<file path="src/rtl/key_filter_multi.sv">
// Purpose : multi-channel push-button conditioner (sync, debounce, press/release, long-press, auto-repeat).
// Latency : 2 sync clocks + STABLE_CNT sample ticks to a debounced edge; every output is registered.
// Backpr. : none; free-running pulse outputs, downstream must accept one-clock pulses when they occur.
//
// Ports:
//   clk, rst        system clock, synchronous active-high reset
//   key_in          raw asynchronous key pins (NUM_KEYS)
//   key_deb         debounced level, same polarity as key_in
//   key_press       one-clock pulse on debounced press
//   key_release     one-clock pulse on debounced release
//   key_long        one-clock pulse when the hold reaches LONG_TICKS ticks
//   key_rpt         one-clock auto-repeat pulses while held past the long press
//   sample_tick     one-clock pulse at each shared sample instant
// Optional feature: define KEY_FILTER_REPEAT_EN to build auto-repeat; otherwise key_rpt is tied to 0.

module key_filter_multi #(
  parameter int NUM_KEYS     = 4,
  parameter int CLK_DIV      = 999_999,
  parameter int STABLE_CNT   = 3,
  parameter int LONG_TICKS   = 50,
  parameter int REPEAT_TICKS = 10,
  parameter int ACTIVE_LOW   = 1
) (
  input  logic                clk,
  input  logic                rst,
  input  logic [NUM_KEYS-1:0] key_in,
  output logic [NUM_KEYS-1:0] key_deb,
  output logic [NUM_KEYS-1:0] key_press,
  output logic [NUM_KEYS-1:0] key_release,
  output logic [NUM_KEYS-1:0] key_long,
  output logic [NUM_KEYS-1:0] key_rpt,
  output logic                sample_tick
);

  localparam int DIV_W    = (CLK_DIV > 0) ? $clog2(CLK_DIV + 1) : 1;
  localparam int HOLD_MAX = (LONG_TICKS > REPEAT_TICKS) ? LONG_TICKS : REPEAT_TICKS;
  localparam int HOLD_W   = $clog2(HOLD_MAX + 1);
  localparam logic [NUM_KEYS-1:0] IDLE_VEC = (ACTIVE_LOW != 0) ? {NUM_KEYS{1'b1}} : {NUM_KEYS{1'b0}};
  localparam logic PRESS_LVL = (ACTIVE_LOW != 0) ? 1'b0 : 1'b1;

  typedef enum logic [1:0] {
    ST_IDLE = 2'd0,
    ST_HELD = 2'd1,
    ST_LONG = 2'd2
  } hold_st_t;

  logic [DIV_W-1:0]    div_q, div_d;
  logic                tick_q, tick_d;
  logic [NUM_KEYS-1:0] sync1_q, sync1_d;
  logic [NUM_KEYS-1:0] sync2_q, sync2_d;
  logic [NUM_KEYS-1:0] deb_q, deb_d;
  logic [NUM_KEYS-1:0] press_q, press_d;
  logic [NUM_KEYS-1:0] release_q, release_d;
  logic [NUM_KEYS-1:0] long_q, long_d;
`ifdef KEY_FILTER_REPEAT_EN
  logic [NUM_KEYS-1:0] rpt_q, rpt_d;
`endif
  logic [3:0]          stab_q [NUM_KEYS];
  logic [3:0]          stab_d [NUM_KEYS];
  logic [HOLD_W-1:0]   hold_q [NUM_KEYS];
  logic [HOLD_W-1:0]   hold_d [NUM_KEYS];
  hold_st_t            st_q   [NUM_KEYS];
  hold_st_t            st_d   [NUM_KEYS];

  always_comb begin
    logic [HOLD_W-1:0] hold_inc;
    hold_inc  = '0;
    div_d     = (div_q == DIV_W'(CLK_DIV)) ? '0 : div_q + 1'b1;
    tick_d    = (div_q == DIV_W'(CLK_DIV));
    sync1_d   = key_in;
    sync2_d   = sync1_q;
    deb_d     = deb_q;
    press_d   = '0;
    release_d = '0;
    long_d    = '0;
`ifdef KEY_FILTER_REPEAT_EN
    rpt_d     = '0;
`endif
    for (int i = 0; i < NUM_KEYS; i++) begin
      stab_d[i] = stab_q[i];
      hold_d[i] = hold_q[i];
      st_d[i]   = st_q[i];
      if (tick_q) begin
        // Debounce: count consecutive samples that disagree with the debounced level.
        if (sync2_q[i] == deb_q[i]) begin
          stab_d[i] = '0;
        end else if (stab_q[i] == 4'(STABLE_CNT - 1)) begin
          stab_d[i] = '0;
          deb_d[i]  = ~deb_q[i];
          if (deb_q[i] == PRESS_LVL) release_d[i] = 1'b1;
          else                       press_d[i]   = 1'b1;
        end else begin
          stab_d[i] = stab_q[i] + 1'b1;
        end

        hold_inc = (hold_q[i] == HOLD_W'(HOLD_MAX)) ? hold_q[i] : hold_q[i] + 1'b1;
        // Release is checked first so it suppresses a long/repeat threshold on the same tick.
        if (release_d[i]) begin
          st_d[i]   = ST_IDLE;
          hold_d[i] = '0;
        end else if (press_d[i]) begin
          st_d[i]   = ST_HELD;
          hold_d[i] = '0;
        end else begin
          case (st_q[i])
            ST_HELD: begin
              if (hold_inc == HOLD_W'(LONG_TICKS)) begin
                long_d[i] = 1'b1;
                st_d[i]   = ST_LONG;
                hold_d[i] = '0;
              end else begin
                hold_d[i] = hold_inc;
              end
            end
            ST_LONG: begin
`ifdef KEY_FILTER_REPEAT_EN
              if (hold_inc == HOLD_W'(REPEAT_TICKS)) begin
                rpt_d[i]  = 1'b1;
                hold_d[i] = '0;
              end else begin
                hold_d[i] = hold_inc;
              end
`else
              hold_d[i] = hold_inc;
`endif
            end
            default: hold_d[i] = '0;
          endcase
        end
      end
    end
  end

  always_ff @(posedge clk) begin
    if (rst) begin
      div_q     <= '0;
      tick_q    <= 1'b0;
      sync1_q   <= IDLE_VEC;
      sync2_q   <= IDLE_VEC;
      deb_q     <= IDLE_VEC;
      press_q   <= '0;
      release_q <= '0;
      long_q    <= '0;
`ifdef KEY_FILTER_REPEAT_EN
      rpt_q     <= '0;
`endif
      for (int i = 0; i < NUM_KEYS; i++) begin
        stab_q[i] <= '0;
        hold_q[i] <= '0;
        st_q[i]   <= ST_IDLE;
      end
    end else begin
      div_q     <= div_d;
      tick_q    <= tick_d;
      sync1_q   <= sync1_d;
      sync2_q   <= sync2_d;
      deb_q     <= deb_d;
      press_q   <= press_d;
      release_q <= release_d;
      long_q    <= long_d;
`ifdef KEY_FILTER_REPEAT_EN
      rpt_q     <= rpt_d;
`endif
      for (int i = 0; i < NUM_KEYS; i++) begin
        stab_q[i] <= stab_d[i];
        hold_q[i] <= hold_d[i];
        st_q[i]   <= st_d[i];
      end
    end
  end

  assign key_deb     = deb_q;
  assign key_press   = press_q;
  assign key_release = release_q;
  assign key_long    = long_q;
  assign sample_tick = tick_q;
`ifdef KEY_FILTER_REPEAT_EN
  assign key_rpt     = rpt_q;
`else
  assign key_rpt     = '0;
`endif

endmodule

</file>
<file path="config.mk">
export PLATFORM = sky130hd
export DESIGN_NAME = key_filter_multi
export DESIGN_NICKNAME = d
export VERILOG_FILES = /design/src/rtl/key_filter_multi.sv
export SDC_FILE = /design/constraint.sdc
export NUM_CORES = 1
export LEC_CHECK = 0
export BUFFER_PORTS_ARGS = -buffer_cell sky130_fd_sc_hd__buf_2
export CELL_PAD_IN_SITES_DETAIL_PLACEMENT = 0
export CELL_PAD_IN_SITES_GLOBAL_PLACEMENT = 1
export CORE_MARGIN = 10
export CORE_UTILIZATION = 25
export DETAILED_ROUTE_END_ITERATION = 16
export HOLD_SLACK_MARGIN = 0.1
export PLACE_DENSITY = 0.52
export SLEW_MARGIN = 20
export SYNTH_ARGS = -nofsm -noshare
export SYNTH_HDL_FRONTEND = slang
export SYNTH_SLANG_ARGS = --single-unit
</file>
<file path="constraint.sdc">
create_clock -name clk -period 4.7 [get_ports clk]
set_clock_uncertainty 0.2 [all_clocks]
set_input_delay 0.235 -clock clk [delete_from_list [all_inputs] [get_ports clk]]
set_output_delay 0.235 -clock clk [all_outputs]
set_load 0.01 [all_outputs]
</file>
==> results.yml <==
grt:
  grt_antenna_before_repair: 0
  gr-total-overflow: 0
  grt_start_max_net_pins: 33
  grt_first_pass_wirelength_mm: 16.4
  grt.total_usage: 0.0824
  via_count_of_the_first_global_routing_pass: 3358
setup_path:
  timing.critical_path.to_type: "flop"
  crit_required_ns: 4.77
  type_of_the_worst_setup_path: "reg -> reg"
  rrSetupSlack_ns: 2.17
  critical_path.startpoint_type: "flop"
  cp_max_fo: 7
  arrival_time_worst_endpoint_ns: 2.60
sta:
  final_setup_vio_count: 0
  finalMaxSlewViolations: 0
  slew_headroom: 0.351
  final.min_clock_period_ns: 2.53
  finalCritPeriodShare: 0.538
  rsz0062_at_grt: "no"
  hold_violations: 0
  fin_setup_tns_ns: 0
  post-route-worst-setup-slack_ns: 2.17
  measured_slew_at_the_worst_slew_check_pin_ns: 0.971
  fmaxAchievable_ghz: 0.396
drt:
  detail_route.iter0.violations: 101
  routed_wirelength_mm: 9.66
  drc: 0
  routed_via_count_divided_by_cell_count: 4.56
  num_vias: 3480
  average_detailed_routed_wire_length_per_instance_um: 12.7
  antenna_left: 0
  first_pass_iters: 4
power_and_ir_drop:
  power_per_cell_area_nw_per_um2: 306
  vdd.ir_drop.worst_mv: 0.183
  p_leak_nw: 1.86
floorplanning:
  design.portCount: 27
  initial_utilization: 0.257
  fp.coreArea_um2: 17500
  placementRows: 48
  die-area_um2: 23700
  fp.dieW_um: 154
  floorplan.die.height_um: 154
synthesis:
  synthAdderAreaFrac: 0.0697
  average_cell_area_after_synthesis_um2: 8.77
  asyncSetResetFlopFracSynth: 0
  synthesis.yosys.warnings: 0
  synth-seq-area-share: 0.415
  synth_compound_gate_area_share: 0.147
  synth_simple_gate_area_frac: 0.246
  synth_mux_area_frac: 0.00669
  synth_xor_area_frac: 0.0702
  synth_top_family_by_area: "simple AND/OR/NAND/NOR gates"
  synth.lib_cells_used.distinct: 56
  post_synth_inst_count: 512
  synth_seq_cells: 93
  synthesis.area_um2: 4490
  synth-edff-count: 0
  synth_ff_type: "sky130_fd_sc_hd__dfxtp_1"
placed_design:
  dp_worst_setup_slack_ns: 2.16
  portBuffers: 22
  gp_congestion: 0.775
  post-dp-hpwl_mm: 6.94
clock_network:
  root_buffer: "sky130_fd_sc_hd__clkbuf_16"
  clk_transition_reported_paths_ns: 0.07
  cts_buffers: 9
  clock_latency_reported_for_the_late_side_of_the_worst_skew_pair_ns: 0.34
  cts_hold_buffers: 4
  post_cts_resized: 0
  cts.repair_timing.setup_buffer_count: 0
  cts_max_level: 3
  numClockSinks: 93
  cts_tree: "done"
  cts_buffer_depth: 2
run_status:
  outcome: "finished, final reports clean"
layout:
  final_cell_mix: "93 x sky130_fd_sc_hd__dfxtp_1, 54 x sky130_fd_sc_hd__nor2_1, 39 x sky130_fd_sc_hd__nand2_1, 39 x sky130_fd_sc_hd__o21ai_0, 33 x sky130_fd_sc_hd__nand3_1"
  flow.area_growth_from_synthesis_pct: 14.2
  antenna-diode-count: 0
  design.final.nets: 565
  drive_above_1_share: 0.104
  mostFrequentLayoutCell: "sky130_fd_sc_hd__dfxtp_1"
job:
  maxCapViolCount: 0
min_path:
  timing.hold.worst.class: "in -> reg"
Yosys cell counts, types with 9 or more instances:
library cell	count	area, µm²
sky130_fd_sc_hd__and3_1	11	68.8
sky130_fd_sc_hd__a21oi_1	9	45.0
sky130_fd_sc_hd__xnor2_1	12	105
sky130_fd_sc_hd__xor2_1	24	210
sky130_fd_sc_hd__nand2_1	39	146
sky130_fd_sc_hd__dfxtp_1	93	1860
sky130_fd_sc_hd__nor3_1	9	45.0
sky130_fd_sc_hd__or2_2	10	62.6
sky130_fd_sc_hd__o21ai_0	39	195
sky130_fd_sc_hd__nor2_1	54	203
sky130_fd_sc_hd__nor3b_1	12	90.1
sky130_fd_sc_hd__clkbuf_1	11	41.3
sky130_fd_sc_hd__inv_1	21	78.8
sky130_fd_sc_hd__ha_1	25	313
sky130_fd_sc_hd__nand3_1	33	165
path summary, 6_finish.rpt:
path                             start                   endpoint  depth (start not counted)
max          stab_q[1][0]$_SDFFE_PP0P_  hold_q[1][4]$_SDFFE_PP0P_                          8
min                                rst  stab_q[1][1]$_SDFFE_PP0P_                          2
max reg2reg  stab_q[1][0]$_SDFFE_PP0P_  hold_q[1][4]$_SDFFE_PP0P_                          8
min reg2reg      sync1_q[0]$_SDFF_PP1_      sync2_q[0]$_SDFF_PP1_                          1
critical path, cell delays in order (launching register included):
cell	delay, ns
sky130_fd_sc_hd__dfxtp_1	0.39
sky130_fd_sc_hd__inv_1	0.06
sky130_fd_sc_hd__ha_1	0.19
sky130_fd_sc_hd__nor3b_2	0.20
sky130_fd_sc_hd__a2111o_1	0.52
sky130_fd_sc_hd__or2_0	0.23
sky130_fd_sc_hd__o22a_2	0.25
sky130_fd_sc_hd__or3_1	0.34
sky130_fd_sc_hd__o221ai_1	0.07
logic make-up after synthesis:
| kind of cell | after synthesis |
|---|---|
| simple gates | 214 |
| fa+ha+maj | 25 |
| compound gates | 99 |
| xor+xnor | 36 |
| flops | 93 |
| buf+inv | 41 |
| mux | 3 |
| other cells | 1 |
registers in the layout, summed over array words and instances (netlist names):
name         count
div_q           20
hold_q          24
key_deb          4
key_long         4
key_press        4
key_release      4
sample_tick      1
st_q             8
stab_q          16
sync1_q          4
sync2_q          4
power by group:
| group | total [mW] | internal (mW) | switching (mW) |
|---|---|---|---|
| Clock | 0.740 | 0.440 | 0.300 |
| Combinational | 0.0332 | 0.0120 | 0.0211 |
| Sequential | 0.797 | 0.793 | 0.00368 |
| Total | 1.57 | 1.25 | 0.325 |
through the flow:
stage / utilization / power [mW] / instances / area (µm²) / hold WS (ns)
after global routing: 0.293 / 1.63 / 763 / 5130 / 0.207
after detailed placement: 0.274 / 0.846 / 744 / 4790 / 0.192
after CTS: 0.293 / 1.60 / 763 / 5130 / 0.173
final: 0.293 / 1.57 / 763 / 5130 / 0.181
after global placement: 0.274 / 0.846 / 744 / 4790 / 0.192
after floorplan: - / 0.839 / 515 / 4500 / 0.139
area by class of cell:
class,instances,area [µm²]
Multi-Input combinational cell,381,2440
Clock inverter,3,43.8
Fill cell,1844,12300
Clock buffer,12,256
Tap cell,225,282
Sequential cell,93,1860
Inverter,21,78.8
Timing Repair Buffer,28,165
metal layers:
layer,wire length (µm),track usage,vias up
li1,-,-,1833
met1,4980,0.103,1602
met2,4180,0.129,33
met3,339,0.0268,12
met4,157,0.0297,0
met5,0,0,-
(Power assumes the default switching activity.)
